File: config.mk
export PLATFORM = sky130hd
export DESIGN_NAME = vga_timing_ctrl
export DESIGN_NICKNAME = d
export VERILOG_FILES = /design/src/rtl/vga_pkg.sv /design/src/rtl/vga_delay_line.sv /design/src/rtl/vga_timing_ctrl.sv
export SDC_FILE = /design/constraint.sdc
export NUM_CORES = 1
export LEC_CHECK = 0
export ABC_AREA = 0
export BUFFER_PORTS_ARGS = -buffer_cell sky130_fd_sc_hd__buf_2
export CAP_MARGIN = 20
export CORE_AREA = 2 2 99 101
export CTS_BUF_LIST = sky130_fd_sc_hd__clkbuf_2 sky130_fd_sc_hd__clkbuf_4 sky130_fd_sc_hd__clkbuf_8
export CTS_CLUSTER_DIAMETER = 40
export DETAILED_ROUTE_END_ITERATION = 10
export DIE_AREA = 0 0 101 103
export SYNTH_ARGS = -nofsm -noshare
export SYNTH_HDL_FRONTEND = slang
export SYNTH_SLANG_ARGS = --single-unit
File: constraint.sdc
create_clock -name clk -period 4.45 [get_ports clk]
set_input_delay 0.6675 -clock clk [delete_from_list [all_inputs] [get_ports clk]]
set_output_delay 0.6675 -clock clk [all_outputs]
set_load 0.02 [all_outputs]
File: src/rtl/vga_pkg.sv
// vga_pkg: default 640x480@60 timing and helpers.
// Shared by the VGA timing controller and its bench.
package vga_pkg;

  localparam int H_ACTIVE_DEF = 640;
  localparam int H_FP_DEF     = 16;
  localparam int H_SYNC_DEF   = 96;
  localparam int H_BP_DEF     = 48;
  localparam int V_ACTIVE_DEF = 480;
  localparam int V_FP_DEF     = 10;
  localparam int V_SYNC_DEF   = 2;
  localparam int V_BP_DEF     = 33;
  localparam int CW_DEF       = 4;

  function automatic int h_tot(
    int sync, int bp, int act, int fp
  );
    return sync + bp + act + fp;
  endfunction

  function automatic int v_tot(
    int sync, int bp, int act, int fp
  );
    return sync + bp + act + fp;
  endfunction

endpackage

File: src/rtl/vga_delay_line.sv
// vga_delay_line: resettable shift register.
// DEPTH of zero degenerates to a plain wire.
module vga_delay_line #(
  parameter int               WIDTH   = 1,
  parameter int               DEPTH   = 1,
  parameter logic [WIDTH-1:0] RST_VAL = '0
) (
  input  logic             clk,
  input  logic             rst,
  input  logic [WIDTH-1:0] d,
  output logic [WIDTH-1:0] q
);

  if (DEPTH == 0) begin : g_wire
    logic unused;
    assign unused = clk ^ rst;
    assign q = d;
  end else begin : g_sr
    logic [WIDTH-1:0] sr [DEPTH];

    // shift toward the output, idle value on reset
    always_ff @(posedge clk) begin
      if (rst) begin
        for (int i = 0; i < DEPTH; i++)
          sr[i] <= RST_VAL;
      end else begin
        sr[0] <= d;
        for (int i = 1; i < DEPTH; i++)
          sr[i] <= sr[i-1];
      end
    end

    assign q = sr[DEPTH-1];
  end

endmodule

File: src/rtl/vga_timing_ctrl.sv
// vga_timing_ctrl: raster counters, frame-buffer read
// pipeline and aligned sync/colour outputs.
module vga_timing_ctrl
  import vga_pkg::*;
#(
  parameter int H_ACTIVE = H_ACTIVE_DEF,
  parameter int H_FP     = H_FP_DEF,
  parameter int H_SYNC   = H_SYNC_DEF,
  parameter int H_BP     = H_BP_DEF,
  parameter int V_ACTIVE = V_ACTIVE_DEF,
  parameter int V_FP     = V_FP_DEF,
  parameter int V_SYNC   = V_SYNC_DEF,
  parameter int V_BP     = V_BP_DEF,
  parameter bit HS_POL   = 1'b0,
  parameter bit VS_POL   = 1'b0,
  parameter int CW       = CW_DEF,
  parameter int RD_LAT   = 1
) (
  input  logic                        clk,
  input  logic                        rst,
  input  logic                        scale2x,
  input  logic [3*CW-1:0]             din,
  output logic [$clog2(V_ACTIVE)-1:0] row_addr,
  output logic [$clog2(H_ACTIVE)-1:0] col_addr,
  output logic                        rdn,
  output logic [CW-1:0]               r,
  output logic [CW-1:0]               g,
  output logic [CW-1:0]               b,
  output logic                        hs,
  output logic                        vs,
  output logic                        de,
  output logic                        frame_start
);

  localparam int H_TOT = h_tot(H_SYNC, H_BP, H_ACTIVE, H_FP);
  localparam int V_TOT = v_tot(V_SYNC, V_BP, V_ACTIVE, V_FP);
  localparam int HW = $clog2(H_TOT);
  localparam int VW = $clog2(V_TOT);
  localparam int RW = $clog2(V_ACTIVE);
  localparam int AW = $clog2(H_ACTIVE);
  localparam int H_AST = H_SYNC + H_BP;
  localparam int V_AST = V_SYNC + V_BP;
  localparam logic [HW-1:0] H_LAST = HW'(H_TOT - 1);
  localparam logic [VW-1:0] V_LAST = VW'(V_TOT - 1);
  localparam logic [2:0] IDLE = {~HS_POL, ~VS_POL, 1'b0};

  logic [HW-1:0] hcnt, hoff;
  logic [VW-1:0] vcnt, voff;
  int            hc, vc;
  logic          mode;
  logic          h_act, v_act, origin;
  logic [RW-1:0] row_n;
  logic [AW-1:0] col_n;
  logic [2:0]    s1, s_rd;

  // raster position, line then frame wrap
  always_ff @(posedge clk) begin
    if (rst) begin
      hcnt <= '0;
      vcnt <= '0;
    end else if (hcnt == H_LAST) begin
      hcnt <= '0;
      vcnt <= (vcnt == V_LAST) ? '0 : vcnt + VW'(1);
    end else begin
      hcnt <= hcnt + HW'(1);
    end
  end

  assign origin = (hcnt == '0) && (vcnt == '0);

  // doubling mode only changes at the frame origin
  always_ff @(posedge clk) begin
    if (rst)
      mode <= 1'b0;
    else if (origin)
      mode <= scale2x;
  end

  assign hc    = int'(hcnt);
  assign vc    = int'(vcnt);
  assign h_act = (hc >= H_AST) && (hc < H_AST + H_ACTIVE);
  assign v_act = (vc >= V_AST) && (vc < V_AST + V_ACTIVE);
  assign hoff  = hcnt - HW'(H_AST);
  assign voff  = vcnt - VW'(V_AST);
  assign col_n = mode ? AW'(hoff >> 1) : AW'(hoff);
  assign row_n = mode ? RW'(voff >> 1) : RW'(voff);

  // stage 1: address, read strobe, frame pulse
  always_ff @(posedge clk) begin
    if (rst) begin
      row_addr    <= '0;
      col_addr    <= '0;
      rdn         <= 1'b1;
      frame_start <= 1'b0;
      s1          <= IDLE;
    end else begin
      row_addr    <= row_n;
      col_addr    <= col_n;
      rdn         <= ~(h_act & v_act);
      frame_start <= origin;
      s1 <= {
        (hc < H_SYNC) ? HS_POL : ~HS_POL,
        (vc < V_SYNC) ? VS_POL : ~VS_POL,
        h_act & v_act
      };
    end
  end

  vga_delay_line #(
    .WIDTH   (3),
    .DEPTH   (RD_LAT),
    .RST_VAL (IDLE)
  ) u_dly (
    .clk (clk),
    .rst (rst),
    .d   (s1),
    .q   (s_rd)
  );

  // output stage: capture read data beside its syncs
  always_ff @(posedge clk) begin
    if (rst) begin
      hs        <= ~HS_POL;
      vs        <= ~VS_POL;
      de        <= 1'b0;
      {r, g, b} <= '0;
    end else begin
      hs        <= s_rd[2];
      vs        <= s_rd[1];
      de        <= s_rd[0];
      {r, g, b} <= s_rd[0] ? din : '0;
    end
  end

endmodule

==> impl_metrics.csv <==
group,metric,value,unit
critical_path,reg2regPathDepth,5,
power,p_leak,0.00129,uW
critical_path,worst_ep_required_time,4.73,ns
sta,period_share,47.1,%
sta,timing.fmax,477,MHz
clock_tree,cts_max_level,3,
power,ir_worst_vdd,0.000113,V
clock_tree,numCtsBuffers,9,
power,clkPwrFrac,42.7,%
global_route,grt_pass1_wl,9.14,mm
floorplanning,num_rows,36,
sta,hold_violations,0,
critical_path,cp_common_cell,"or4_4",
critical_path,worst_path_largest_cell_delay,0.54,ns
critical_path,arrival,2.37,ns
sta,period_minus_slack,2.10,ns
critical_path,crit_path_max_fanout,14,
logic_synthesis,post-synth-top-count-cell,"dfxtp_1",
logic_synthesis,yosys_warnings,0,
logic_synthesis,yosysTopAreaCellShare,46.4,%
global_route,grt_usage,11.1,%
route,first_iter_violations,146,
route,finalWirelength,5.40,mm
clock_tree,clk_pin_slew_worst_paths,0.07,ns
route,vias,2237,
logic_synthesis,ys_ff_latch,63,
floorplanning,die_h,103,um
critical_path,path_cells,"ha_1 -> nand4_1 -> or4_4 -> or4_4 -> a21oi_2",
power,seqPwrFrac,51.0,%
clock_tree,insertion_delay,0.34,ns
global_route,grt.overflow.total,0,
critical_path,end_kind,"flop",
place,portBuffers,50,
logic_synthesis,syn_area_per_cell,9.04,sq um
layout,drive_gt1_share,23.2,%
logic_synthesis,synth-async-reset-ratio,0,%
sta,fin_hold_ws,0.409,ns
power,p_per_area,361,nW/um^2
logic_synthesis,syn-cell-area,2720,sq um
logic_synthesis,synth.distinct_cells,51,
critical_path,start_kind,"flop",
floorplanning,core_area,9460,sq um
clock_tree,clkSinkCount,63,
layout,multi_input_area,1310,sq um
floorplanning,die_area,10400,sq um
critical_path,crit_start,"hcnt[4]",
place,hpwlAfterDp,3.78,mm
floorplanning,die_w,101,um
sta,worst_pin_slew,0.990,ns
critical_path,rrSetupSlack,2.35,ns
clock_tree,cts_tree,"yes",
route,viasPerCell,4.87,
route,ant_nets,0,
clock_tree,cts_setup_buffers,0,
place,dpl_worst_slack,2.34,ns
clock_tree,clk_path_buf_depth,2,
critical_path,reg2reg_to,"vcnt[8]",
logic_synthesis,synth_largest_area_cell,"dfxtp_1",
logic_synthesis,yosys-top-cells-count,"dfxtp_1, nor2_1, a21oi_1, clkbuf_1, inv_1",
status,status,"finished, final reports clean",
worst_hold_path,hp-class,"reg2reg",
clock_tree,post_cts_resized,0,
logic_synthesis,synth-edff-count,0,
place,place_congestion,0.765,
power,p_int,874,uW
global_route,grt_pass1_vias,2022,
logic_synthesis,syn_inst,301,
critical_path,cpMaxStageDelayCell,"or4_4",
logic_synthesis,synthesis.nets,324,
layout,n_fill_cell,980,
sta,setup_tns,0,ns
sta,finalSetupViolCount,0,
power,switching_share,24.9,%
critical_path,crit_end,"vcnt[8]",
route,drc,0,
layout,regArea,1260,sq um
sta,worst_slack,2.35,ns
sta,finalMaxSlewViolations,0,
global_route,grt_start_max_net_pins,39,
logic_synthesis,yosysSeqAreaShare,46.4,%
power,power_frac_comb,6.2,%
clock_tree,root_buffer,"clkbuf_8",
clock_tree,hold_buffers,0,
route,drt_pass1_iterations,4,
run,maxCapViolations,0,
critical_path,worstReg2RegStart,"hcnt[4]",
logic_synthesis,synthTopCellsByArea,"dfxtp_1, nor2_1, ha_1, a21oi_1, xnor2_1",
layout,diodes,0,
sta,skew,0.0101,ns
route,wl_per_cell,11.8,um
logic_synthesis,synthFlopType,"dfxtp_1",
layout,area_growth,18.4,%
global_route,antenna_found_initial,0,
critical_path,path_class,"reg2reg",
floorplanning,ios,51,
sta,rsz0062_at_grt,"false",
layout,final_nets,363,
sta,maxSlewHeadroom,33.9,%
floorplanning,start_util,28.8,%
power,p_sw,290,uW
## state kept, by name, indices dropped and copies added, names as in the netlist, 3 cells and up
name	cells
col_addr	10
hcnt	10
vcnt	10
row_addr	9
b	4
g	4
r	4
s1	3
u_dly.g_sr.sr	3
## power by group through the flow
| stage | Combinational (uW) | Sequential (uW) | Clock, uW |
|---|---|---|---|
| 6_report | 72.6 | 594 | 497 |
| 3_3_place_gp | 73.2 | 607 | 0 |
| 3_5_place_dp | 73.8 | 607 | 0 |
| 4_1_cts | 74.1 | 594 | 511 |
| 5_1_grt | 81.4 | 597 | 542 |
| 2_1_floorplan | 37.5 | 617 | 0 |
## layout by cell type, fill, tap and decap left out, types with 2 or more instances in the layout
cell type and n:
a211oi_1 4, a21oi_1 17, a31oi_1 5, and2_1 12, and3_1 3, buf_2 50
clkbuf_8 9, clkinv_4 2, clkinvlp_4 2, dfxtp_1 63, ha_1 8, inv_1 13
inv_6 2, mux2i_1 6, nand2_1 11, nand3_1 10, nand4_1 6, nor2_1 29
nor2b_1 3, nor3_1 6, nor3b_1 2, nor4_1 6, o21ai_0 11, o31a_1 2
o31ai_1 6, or2_2 5, or3_1 6, or4_1 6, or4_4 2, xnor2_1 9
xor2_1 6
## final cells by class
type / instances / share of cell area [%]
well taps: 114 / 4.43
clock inverters: 7 / 2.49
repair buffers: 50 / 7.77
inverters: 14 / 1.63
multi-input cells: 202 / 40.7
flip-flops and latches: 63 / 39.1
clock buffers: 9 / 3.84
## layer usage
| layer | share of wire (%) | track usage, % |
|---|---|---|
| met1 | 49 | 13.7 |
| met2 | 44 | 17.3 |
| met3 | 5.1 | 3.25 |
| met4 | 2.3 | 6.24 |
| met5 | 0 | 0 |
## logic make-up after synthesis
family | count (synthesis) | share of synthesized area [%]
simple gates | 117 | 24.1
flops | 63 | 46.4
compound gates | 56 | 13.4
buf+inv | 36 | 5.43
xor+xnor | 15 | 4.83
fa+ha+maj | 8 | 3.68
mux | 6 | 2.21
## worst max-delay path, delay by kind of cell (launching register included)
family	cells	cell delay, ns
fa+ha+maj	1	0.23
flops	1	0.46
simple gates	3	1.19
compound gates	1	0.14
## worst min path at each step
stage	from	endpoint	slack (ns)	cells past startpoint
floorplan	u_dly.g_sr.sr[0][2]	hs	0.39	1
global placement	s1[2]	u_dly.g_sr.sr[0][2]	0.39	1
detailed placement	s1[1]	u_dly.g_sr.sr[0][1]	0.39	1
CTS	s1[1]	u_dly.g_sr.sr[0][1]	0.41	1
global route	s1[1]	u_dly.g_sr.sr[0][1]	0.43	1
finish	s1[1]	u_dly.g_sr.sr[0][1]	0.41	1
## through the flow
step | cells | instance area (sq um) | util, % | power (uW)
after detailed placement | 443 | 3020 | 31.9 | 681
after global routing | 459 | 3220 | 34.1 | 1220
after CTS | 459 | 3220 | 34.1 | 1180
after floorplan | 301 | 2720 | - | 655
after global placement | 443 | 3020 | 31.9 | 680
final | 459 | 3220 | 34.1 | 1160
Power figures use the tool's default switching activity.
